**src/rtl/nibble_serial_adder_if.sv**
```systemverilog
// Operand/result handshake bundle for nibble_serial_adder.
// The master side presents operands and accepts results; the slave side is the adder.
// The ovf signal exists only when ADDER_OVF_EN is defined.
interface nibble_serial_adder_if #(
    parameter int NIBBLES = 4
);
    localparam int W = 4 * NIBBLES;

    // Both channels use plain valid/ready: a transfer happens on a rising
    // edge where valid and ready are both 1. valid never depends
    // combinationally on ready.
    logic         in_valid;
    logic         in_ready;
    logic [W-1:0] a;
    logic [W-1:0] b;
    logic         cin;
    logic         out_valid;
    logic         out_ready;
    logic [W-1:0] sum;
    logic         cout;
`ifdef ADDER_OVF_EN
    logic         ovf;
`endif

    modport master (
        output in_valid, a, b, cin, out_ready,
        input  in_ready, out_valid, sum, cout
`ifdef ADDER_OVF_EN
        , input ovf
`endif
    );

    modport slave (
        input  in_valid, a, b, cin, out_ready,
        output in_ready, out_valid, sum, cout
`ifdef ADDER_OVF_EN
        , output ovf
`endif
    );
endinterface

```
**src/rtl/nibble_serial_adder.sv**
```systemverilog
// Serial adder that builds A+B+cin one 4-bit nibble per clock.
// Flow: IDLE captures operands, ADD runs NIBBLES nibble adds, DONE holds the
// result until out_ready. Optional macro ADDER_OVF_EN adds a signed overflow flag.
// state_dbg exposes the FSM state for checkers.
module nibble_serial_adder #(
    parameter int NIBBLES = 4
) (
    input  logic                       clk,
    input  logic                       rst,
    nibble_serial_adder_if.slave       bus,
    output logic [1:0]                 state_dbg
);
    localparam int W     = 4 * NIBBLES;
    localparam int IDX_W = (NIBBLES > 1) ? $clog2(NIBBLES) : 1;

    typedef enum logic [1:0] {
        IDLE = 2'd0,
        ADD  = 2'd1,
        DONE = 2'd2
    } state_t;

    state_t             state_q;
    state_t             state_d;
    logic [W-1:0]       a_q;
    logic [W-1:0]       b_q;
    logic [W-1:0]       sum_q;
    logic               carry_q;
    logic               cout_q;
    logic [IDX_W-1:0]   idx_q;
    logic [3:0]         a_nib;
    logic [3:0]         b_nib;
    logic [4:0]         nib_sum;
    logic               last_nib;
    logic               capture;

    // Current nibble slice and its 4-bit full add.
    assign a_nib    = a_q[{idx_q, 2'b00} +: 4];
    assign b_nib    = b_q[{idx_q, 2'b00} +: 4];
    assign nib_sum  = {1'b0, a_nib} + {1'b0, b_nib} + {4'b0000, carry_q};
    assign last_nib = (idx_q == IDX_W'(NIBBLES - 1));
    assign capture  = (state_q == IDLE) && bus.in_valid;

    // State register; reset drops straight back to IDLE, aborting any add.
    always_ff @(posedge clk or posedge rst) begin
        if (rst) begin
            state_q <= IDLE;
        end else begin
            state_q <= state_d;
        end
    end

    // Next state and handshake outputs, decoded from the registered state only.
    always_comb begin
        state_d       = state_q;
        bus.in_ready  = 1'b0;
        bus.out_valid = 1'b0;
        case (state_q)
            IDLE: begin
                bus.in_ready = 1'b1;
                if (bus.in_valid) state_d = ADD;
            end
            ADD: begin
                if (last_nib) state_d = DONE;
            end
            DONE: begin
                bus.out_valid = 1'b1;
                if (bus.out_ready) state_d = IDLE;
            end
            default: state_d = IDLE;
        endcase
    end

    // Operand capture and one nibble of the sum per ADD cycle.
    always_ff @(posedge clk or posedge rst) begin
        if (rst) begin
            a_q     <= '0;
            b_q     <= '0;
            sum_q   <= '0;
            carry_q <= 1'b0;
            cout_q  <= 1'b0;
            idx_q   <= '0;
        end else if (capture) begin
            a_q     <= bus.a;
            b_q     <= bus.b;
            sum_q   <= '0;
            carry_q <= bus.cin;
            cout_q  <= 1'b0;
            idx_q   <= '0;
        end else if (state_q == ADD) begin
            sum_q[{idx_q, 2'b00} +: 4] <= nib_sum[3:0];
            carry_q                    <= nib_sum[4];
            idx_q                      <= idx_q + IDX_W'(1);
            if (last_nib) cout_q <= nib_sum[4];
        end
    end

`ifdef ADDER_OVF_EN
    logic ovf_q;

    // Signed overflow: same-sign operands whose final sum top bit differs.
    always_ff @(posedge clk or posedge rst) begin
        if (rst) begin
            ovf_q <= 1'b0;
        end else if (capture) begin
            ovf_q <= 1'b0;
        end else if ((state_q == ADD) && last_nib) begin
            ovf_q <= (a_q[W-1] == b_q[W-1]) && (nib_sum[3] != a_q[W-1]);
        end
    end

    assign bus.ovf = ovf_q;
`endif

    assign bus.sum   = sum_q;
    assign bus.cout  = cout_q;
    assign state_dbg = state_q;
endmodule

```
**src/flat_wrapper.sv**
```systemverilog
// flat-port wrapper written by rule: the top's interface ports become plain ports
module nibble_serial_adder_flat 
#(
    parameter int NIBBLES = 4
)
  (clk, rst, state_dbg, bus_in_valid, bus_a, bus_b, bus_cin, bus_out_ready, bus_in_ready, bus_out_valid, bus_sum, bus_cout);
  nibble_serial_adder_if #(.NIBBLES(NIBBLES)) bus_i ();
  input  logic clk;
  input  logic rst;
  output logic [1:0] state_dbg;
  input wire logic [$bits(bus_i.in_valid)-1:0] bus_in_valid;
  input wire logic [$bits(bus_i.a)-1:0] bus_a;
  input wire logic [$bits(bus_i.b)-1:0] bus_b;
  input wire logic [$bits(bus_i.cin)-1:0] bus_cin;
  input wire logic [$bits(bus_i.out_ready)-1:0] bus_out_ready;
  output wire logic [$bits(bus_i.in_ready)-1:0] bus_in_ready;
  output wire logic [$bits(bus_i.out_valid)-1:0] bus_out_valid;
  output wire logic [$bits(bus_i.sum)-1:0] bus_sum;
  output wire logic [$bits(bus_i.cout)-1:0] bus_cout;
  assign bus_i.in_valid = bus_in_valid;
  assign bus_i.a = bus_a;
  assign bus_i.b = bus_b;
  assign bus_i.cin = bus_cin;
  assign bus_i.out_ready = bus_out_ready;
  assign bus_in_ready = bus_i.in_ready;
  assign bus_out_valid = bus_i.out_valid;
  assign bus_sum = bus_i.sum;
  assign bus_cout = bus_i.cout;
  nibble_serial_adder #(.NIBBLES(NIBBLES)) u_core (.clk(clk), .rst(rst), .bus(bus_i), .state_dbg(state_dbg));
endmodule
```
**config.mk**
```make
export PLATFORM = sky130hd
export DESIGN_NAME = nibble_serial_adder_flat
export DESIGN_NICKNAME = d
export VERILOG_FILES = /design/src/rtl/nibble_serial_adder_if.sv /design/src/rtl/nibble_serial_adder.sv /design/src/flat_wrapper.sv
export SDC_FILE = /design/constraint.sdc
export NUM_CORES = 1
export LEC_CHECK = 0
export ABC_CLOCK_PERIOD_IN_PS = 3640
export CORE_UTILIZATION = 50
export CTS_BUF_LIST = sky130_fd_sc_hd__clkbuf_4
export DETAILED_ROUTE_END_ITERATION = 10
export PLACE_DENSITY = 0.89
export SLEW_MARGIN = 5
export SYNTH_ARGS = -nofsm -noshare
export SYNTH_HDL_FRONTEND = slang
export SYNTH_SLANG_ARGS = --single-unit
```
**constraint.sdc**
```tcl
create_clock -name clk -period 3.64 [get_ports clk]
set_clock_uncertainty 0.2 [all_clocks]
set_input_delay 0.546 -clock clk [delete_from_list [all_inputs] [get_ports clk]]
set_output_delay 0.546 -clock clk [all_outputs]
set_load 0.02 [all_outputs]
```
* Yosys cells after proc, flatten, opt, wreduce, memory -nomap -nowiden
Cells that the tools add are included. W data, S select, Z words.
Word-level totals: bits of input ports 37, word-level logic and storage cells 43, output and inout bits 21, register bits after elaboration 54
Cells by class: equal/unequal tests 6, reduce and logical (&&, ||, !) cells 6, add/subtract/negate cells 4, shifts and indexed selects 4, muxes and demuxes 16
Operator list (count):
- $mux W16 | 2
- $shiftx A16 B5 Y4 | 2
- $bwmux W16 | 1
- $shift A4 B6 Y16 const A | 1
- $shiftx A4 B6 Y16 | 1
- $mux W2 | 5
- $mux W1 | 7
- $neg A4 Y6 | 1
- $pmux W2 S3 | 1
- $add A4 B4 Y5 | 1
- $add A5 B1 Y5 | 1
- $eq A2 B2 Y1 const B | 2
- $ne A2 B2 Y1 const B | 2
- $reduce_bool A2 Y1 | 2
- $reduce_and A3 Y1 | 1
- $add A2 B1 Y2 const B | 1
- $eq A2 B1 Y1 const B | 1
- $logic_not A2 Y1 | 1
- $ne A2 B1 Y1 const B | 1
- $reduce_and A2 Y1 | 1
- $logic_and A1 B1 Y1 | 1

* Longest topological paths before layout
Gate-level depths: netlist of the first run.
depth in word-level cells 7, depth in mapped cells 7, depth with buffers taken out 6

* Worst setup path before layout of the first run
Ideal clock, no wire load.
path type reg-to-reg, start point reg u_core.idx_q[0], end point reg u_core.carry_q, cell stages (with the launch flop) 8, arrival 2.488 ns, data required time 3.303 ns, clock period less this slack 2.826 ns, setup slack 0.814 ns, setup time 0.137 ns, cells stage by stage dfrtp_1 buf_2 mux4_2 fa_1 fa_1 a21o_1 a21oi_1 o221ai_1
Between the ends: longest elaborated chain between the ends 5
RTL lines:
- start: declaration | RTL line nibble_serial_adder.sv:29 | logic [IDX_W-1:0] idx_q;
- start signal: assignment | RTL line nibble_serial_adder.sv:92 | idx_q <= idx_q + IDX_W'(1);
- $shiftx A16 B5 Y4 (on tied branches) | RTL line nibble_serial_adder.sv:37, nibble_serial_adder.sv:38
- $add A4 B4 Y5 * | RTL line nibble_serial_adder.sv:39 | assign nib_sum = {1'b0, a_nib} + {1'b0, b_nib} + {4'b0000, carry_q};
- $add A5 B1 Y5 * | RTL line nibble_serial_adder.sv:39
- $mux W1 * | RTL line nibble_serial_adder.sv:89 | end else if (state_q == ADD) begin
- $mux W1 * | RTL line nibble_serial_adder.sv:82 | end else if (capture) begin
- end signal: assignment | RTL line nibble_serial_adder.sv:86 | carry_q <= bus.cin;
- end signal: assignment | RTL line nibble_serial_adder.sv:91 | carry_q <= nib_sum[4];
- end: declaration | RTL line nibble_serial_adder.sv:27 | logic carry_q;
Mark *: on every way between the ends. The rest lies on a longest branch, timed or not. The select of a mux whose other input is x is not followed. A chain may end at the register's enable or synchronous reset.

* Worst setup path in the final report of the first run
Same ends and word-level chain as after synthesis.

==> results of run 1 <==
area by class of cell:
type / count / area, sq um / share of cell area, %
clock buffer: 6 / 45.0 / 1.41
clock inverter: 1 / 7.51 / 0.235
tap: 67 / 83.8 / 2.63
sequential: 54 / 1350 / 42.4
multi-input combinational: 102 / 1090 / 34.1
inverter: 5 / 18.8 / 0.589
timing repair buffer: 60 / 593 / 18.6
sequential cells by signal, indices dropped and copies added (netlist names):
name              count
u_core.a_q           16
u_core.b_q           16
u_core.bus.sum       16
u_core.idx_q          2
u_core.state_dbg      2
u_core.bus.cout       1
u_core.carry_q        1
through the flow:
step,setup slack [ns],area [sq um]
floorplan,0.814,2510
global placement,0.730,3140
detailed placement,0.667,3140
CTS,0.634,3190
global route,0.540,3190
finish,0.639,3190
layer usage:
layer,vias to the layer above,global-route usage [%],part of all wire [%]
li1,755,-,-
met1,805,26.4,44
met2,49,31.8,50
met3,7,4.56,4.8
met4,0,7.41,1.4
met5,-,0,0
layout by cell type (no fill, tap or decap), drive strengths merged, types with 5 or more instances in the layout:
cell / instances
a22o: 13
clkdlybuf4s50: 57
inv: 5
ha: 7
a21o: 5
mux2: 32
dfrtp: 54
nand2: 5
clkbuf: 6
mux4: 8
logic make-up after synthesis:
family	Yosys count	synth area share [%]
simple gates	21	6.22
fa+ha+maj	9	5.08
buf+inv	12	2.94
mux	40	21.5
flops	54	53.8
xor+xnor	1	0.348
compound gates	31	10.2
worst paths after layout:
| kind | startpoint | to | slack (ns) | cells past startpoint |
|---|---|---|---|---|
| setup / recovery | u_core.idx_q[0] | u_core.carry_q | 0.64 | 6 |
| hold / removal | u_core.b_q[9] | u_core.b_q[9] | 0.31 | 1 |
| setup reg to reg | u_core.idx_q[0] | u_core.carry_q | 0.64 | 6 |
| hold reg to reg | u_core.b_q[9] | u_core.b_q[9] | 0.31 | 1 |
| max in group asynchronous | rst | u_core.a_q[1] | 2.14 | 3 |
| min in group asynchronous | rst | u_core.bus.sum[5] | 0.34 | 2 |
where the power goes:
| part | switching [uW] | internal, uW | leakage (uW) |
|---|---|---|---|
| logic | 758 | 838 | 0.000657 |
| clock network | 171 | 79.9 | 0.0000278 |
| registers | 213 | 861 | 0.000672 |
| total | 1140 | 1780 | 0.00136 |
cell usage after synthesis (2+ instances only):
library cell	instances	share of area (%)
a21oi_1	2	0.40
inv_1	5	0.75
nand2b_1	4	1.0
a32o_1	4	1.6
a21o_1	5	1.5
nand2_1	5	0.75
nor2_1	2	0.30
fa_1	2	1.6
mux4_2	8	7.2
buf_6	3	1.3
buf_2	2	0.40
and3_1	2	0.50
ha_1	7	3.5
mux2_2	31	14
o21bai_1	2	0.60
a22o_1	13	4.5
dfrtp_1	54	54
critical path, cell delays in order (launching register included):
cell and delay (ns):
dfrtp_1 0.69, mux4_2 0.58, fa_1 0.44, fa_1 0.41
a21o_1 0.19, a21oi_1 0.22, o221ai_1 0.13
==> results.txt, run 1 <==
setup_tns: 0 ns
HPWL after detailed placement: 3540 um
cell area after synthesis: 2510 sq um
critical path capture point type: flop
Total Routing Usage GR: 19.8%
final net count: 274
fmax: 0.333 GHz
Power Density: 916 nW/um^2
Layout Utilization: 66.6%
actual slew at the worst max-slew pin: 0.572 ns
vias in the first global route: 1,594
Total Power: 2920 uW
max-cap violation count: 0
vias per cell: 5.48
TritonCTS Buffers: 5
run status: finished, final reports clean
required time worst endpoint: 3.68 ns
Critical Path Start Type: flop
GPL Wtd Cong: 0.808
routed vias: 1,616
Tcrit/Tclk final: 82.5%
setup bufs post-CTS: 0
Core ar.: 4790 sq um
clock sinks: 54
Antenna Nets Post-Route: 0
Syn Inst Count: 168
ys async rst share: 100%
initial DRC count: 65
synthesis-to-layout area growth: 26.8%
hold_buf cts: 0
row count: 25
htree depth: 2
Synth Area per Inst: 15.0 sq um
post_cts resized: 0
Final Hold Vio Count: 0
Fillers: 349
fin crit period: 3.00 ns
die height: 72.9 um
maximum vdd drop: 0.000564 V
Pre-Repair DR Iteration Count: 4
Yosys Warn Count: 0
RSZ-0062 raised after global routing: false
# diodes: 0
Static Leak: 0.00136 uW
layout cells sized above 1: 24.1%
sequential share of the synthesized area: 53.8%
Die W: 72.9 um
Final setup viols: 0
drt wl/cell: 15.7 um
top_reg_cell synth: dfrtp_1
Max Slew Vio Count: 0
die area: 5320 sq um
Slew HR: 61.8%
first-pass GRT wire length: 7720 um
#FFs+latches synth: 54
total wire length: 4640 um
number of synthesized flops with an enable pin: 0
CTS max path bufs: 2
DP Cell Count: 288
Remaining DRCs: 0
CTS clk-pin slew, worst paths: 0.14 ns
synth unique cells: 34
pin count of the biggest net entering global routing: 36
hold slack: 0.307 ns
kind of critical path: flop to flop
Worst Path Arrival: 3.04 ns
global route overflow: 0
fin cells: 295
# IOs: 58
Worst Path Max Fanout: 11
CTS tree: built
Hold Crit Class: flop to flop
post-synth net total: 214
Root Buffer: clkbuf_4
initial antenna violation count: 0
Initial Util: 52.5%
Skew-Pair Late Insertion Delay: 0.37 ns
IO Port Bufs: 57
Note: power is estimated with default switching activity, not from simulation.
==> run 2: changes to the inputs <==
- ABC_CLOCK_PERIOD_IN_PS: 3640 -> 3070
- clock period: 3.64 -> 3.07 ns (I/O delays scaled with it)
==> run 2 against run 1 <==
  * Die area stayed put
  * Clock power is 61% higher
  * Setup slack worse by 0.41 ns
  * Global-route usage is 0.48 points higher
  * Flip-flop and latch count stayed put
  * Wire length is 1.8% higher
  * Sequential power is 18% higher
  * Critical path type unchanged
  * Total power is 23% higher
  * Worst hold slack worse by 0.066 ns
==> results.txt, run 2 (synthesis results as in run 1) <==
Final setup viols: 0 (unchanged)
Slew HR: 61.3% (-0.54 points)
Root Buffer: clkbuf_4
final instance area: 3250 sq um (+1.8%)
post_cts resized: 0 (unchanged)
R2R Path End: u_core.carry_q
reg-to-reg startpoint: u_core.idx_q[0]
HPWL after detailed placement: 3610 um (+2.2%)
Static Leak: 0.00139 uW (+2.1%)
most common cell after layout, fill and taps aside: clkdlybuf4s50_1
Antenna Nets Post-Route: 0 (unchanged)
Worst Path Max Fanout: 6 (-5)
pin count of the biggest net entering global routing: 36 (unchanged)
# diodes: 0 (unchanged)
hold_buf cts: 0 (unchanged)
RSZ-0062 raised after global routing: false
initial DRC count: 62 (-4.6%)
Hold Crit Class: input pin to asynchronous set/reset pin
Logic pwr share: 53.9% (-0.8 points)
Pre-Repair DR Iteration Count: 4 (unchanged)
Initial Util: 52.5% (unchanged)
# IOs: 58 (unchanged)
Sw Pwr: 1390 uW (+22%)
Sw Share: 38.6% (-0.51 points)
Skew-Pair Late Insertion Delay: 0.38 ns (about the same)
Tcrit/Tclk final: 92.5% (+10 points)
vias per cell: 5.49 (+0.16%)
run status: finished, final reports clean
CTS tree: built
CTS clk-pin slew, worst paths: 0.15 ns (about the same)
global route overflow: 0 (unchanged)
synthesis-to-layout area growth: 29.1%
TritonCTS Buffers: 5 (unchanged)
Total Routing Usage GR: 20.2% (+0.48 points)
max-cap violation count: 0 (unchanged)
IO Port Bufs: 57 (unchanged)
total wire length: 4730 um (+1.8%)
commonest non-fill, non-tap cells in the layout: clkdlybuf4s50_1 (57), dfrtp_1 (54), mux2_2 (31)
initial antenna violation count: 0 (unchanged)
Power Density: 1110 nW/um^2 (+21%)
Core ar.: 4790 sq um (unchanged)
Max Slew Vio Count: 0 (unchanged)
fin crit period: 2.84 ns (-0.162 ns)
setup ws final: 0.231 ns (-0.408 ns)
critical path capture point type: flop
clock group share of total power: 11.2% (+2.6 points)
Critical Path Start Type: flop
drt wl/cell: 15.9 um (+0.81%)
Reg2Reg Setup Slack: 0.23 ns (-0.41 ns)
Worst R2R Path Depth: 6 (unchanged)
row count: 25 (unchanged)
Pint: 2210 uW (+24%)
clock sinks: 54 (unchanged)
pre-CTS setup slack: 0.239 ns (-0.428 ns)
CTS max path bufs: 2 (unchanged)
routed vias: 1,635 (+1.2%)
Critical Path Sink: u_core.carry_q
vias in the first global route: 1,669 (+4.7%)
Worst Path Arrival: 2.90 ns (-0.14 ns)
fmax: 0.352 GHz (+5.7%)
first-pass GRT wire length: 7960 um (+3.0%)
die area: 5320 sq um (unchanged)
Die W: 72.9 um (unchanged)
maximum vdd drop: 0.000504 V (-11%)
Layout Utilization: 67.8% (+1.2 points)
Final Hold Vio Count: 0 (unchanged)
required time worst endpoint: 3.13 ns (-0.55 ns)
htree depth: 2 (unchanged)
layout cells sized above 1: 25.1% (+0.99 points)
Remaining DRCs: 0 (unchanged)
Sequential Power Share: 34.9% (-1.9 points)
Placed Area: 3160 sq um (+0.88%)
setup_tns: 0 ns (unchanged)
kind of critical path: flop to flop
die height: 72.9 um (unchanged)
final net count: 276 (+0.73%)
GPL Wtd Cong: 0.830 (+2.8%)
crit path from: u_core.idx_q[0]
actual slew at the worst max-slew pin: 0.580 ns (+0.00816 ns)
setup bufs post-CTS: 0 (unchanged)
==> run 2: power by group through the flow <==
stage	combinational [uW]	clock (uW)	sequential (uW)
after floorplan	1390	0	1250
after global placement	1880	0	1270
after detailed placement	1940	0	1280
after CTS	1950	408	1260
after global routing	2130	439	1300
final	1940	403	1260
==> run 2: layer usage <==
metal,track usage [%],share of wire [%],vias up
met1,26.6,45,819
met5,0,0,-
met3,4.83,4.5,6
li1,-,-,755
met2,33.4,50,55
met4,6.54,1.2,0
==> run 2: area by class of cell <==
| class | count | area [sq um] |
|---|---|---|
| Fill cell | 346 | 1540 |
| Sequential cell | 54 | 1350 |
| Multi-Input combinational cell | 102 | 1090 |
| Timing Repair Buffer | 62 | 621 |
| Tap cell | 67 | 83.8 |
| Clock buffer | 6 | 45.0 |
| Clock inverter | 2 | 37.5 |
| Inverter | 5 | 18.8 |
==> run 2: how the worst min path moves through the flow <==
stage                          to      startpoint  cells after the start  slack (ns)
2_1_floorplan       u_core.b_q[9]   u_core.b_q[9]                      1        0.25
3_3_place_gp        u_core.b_q[9]   u_core.b_q[9]                      1        0.28
3_5_place_dp       u_core.b_q[12]  u_core.b_q[12]                      1        0.29
4_1_cts             u_core.a_q[1]             rst                      2        0.25
5_1_grt             u_core.a_q[7]             rst                      2        0.27
6_report       u_core.bus.sum[15]             rst                      2        0.24
==> run 2: metrics by stage <==
| step | power, uW | instances | hold slack, ns |
|---|---|---|---|
| global placement | 3140 | 290 | 0.280 |
| CTS | 3620 | 298 | 0.250 |
| floorplan | 2640 | 168 | 0.252 |
| finish | 3600 | 298 | 0.241 |
| detailed placement | 3220 | 290 | 0.291 |
| global route | 3870 | 298 | 0.265 |
==> run 2: critical path, stage by stage (launching register included) <==
cell      delay [ns]
dfrtp_1         0.56
mux4_2          0.56
fa_1            0.44
fa_1            0.42
a21o_1          0.20
a21oi_1         0.20
o221ai_1        0.14
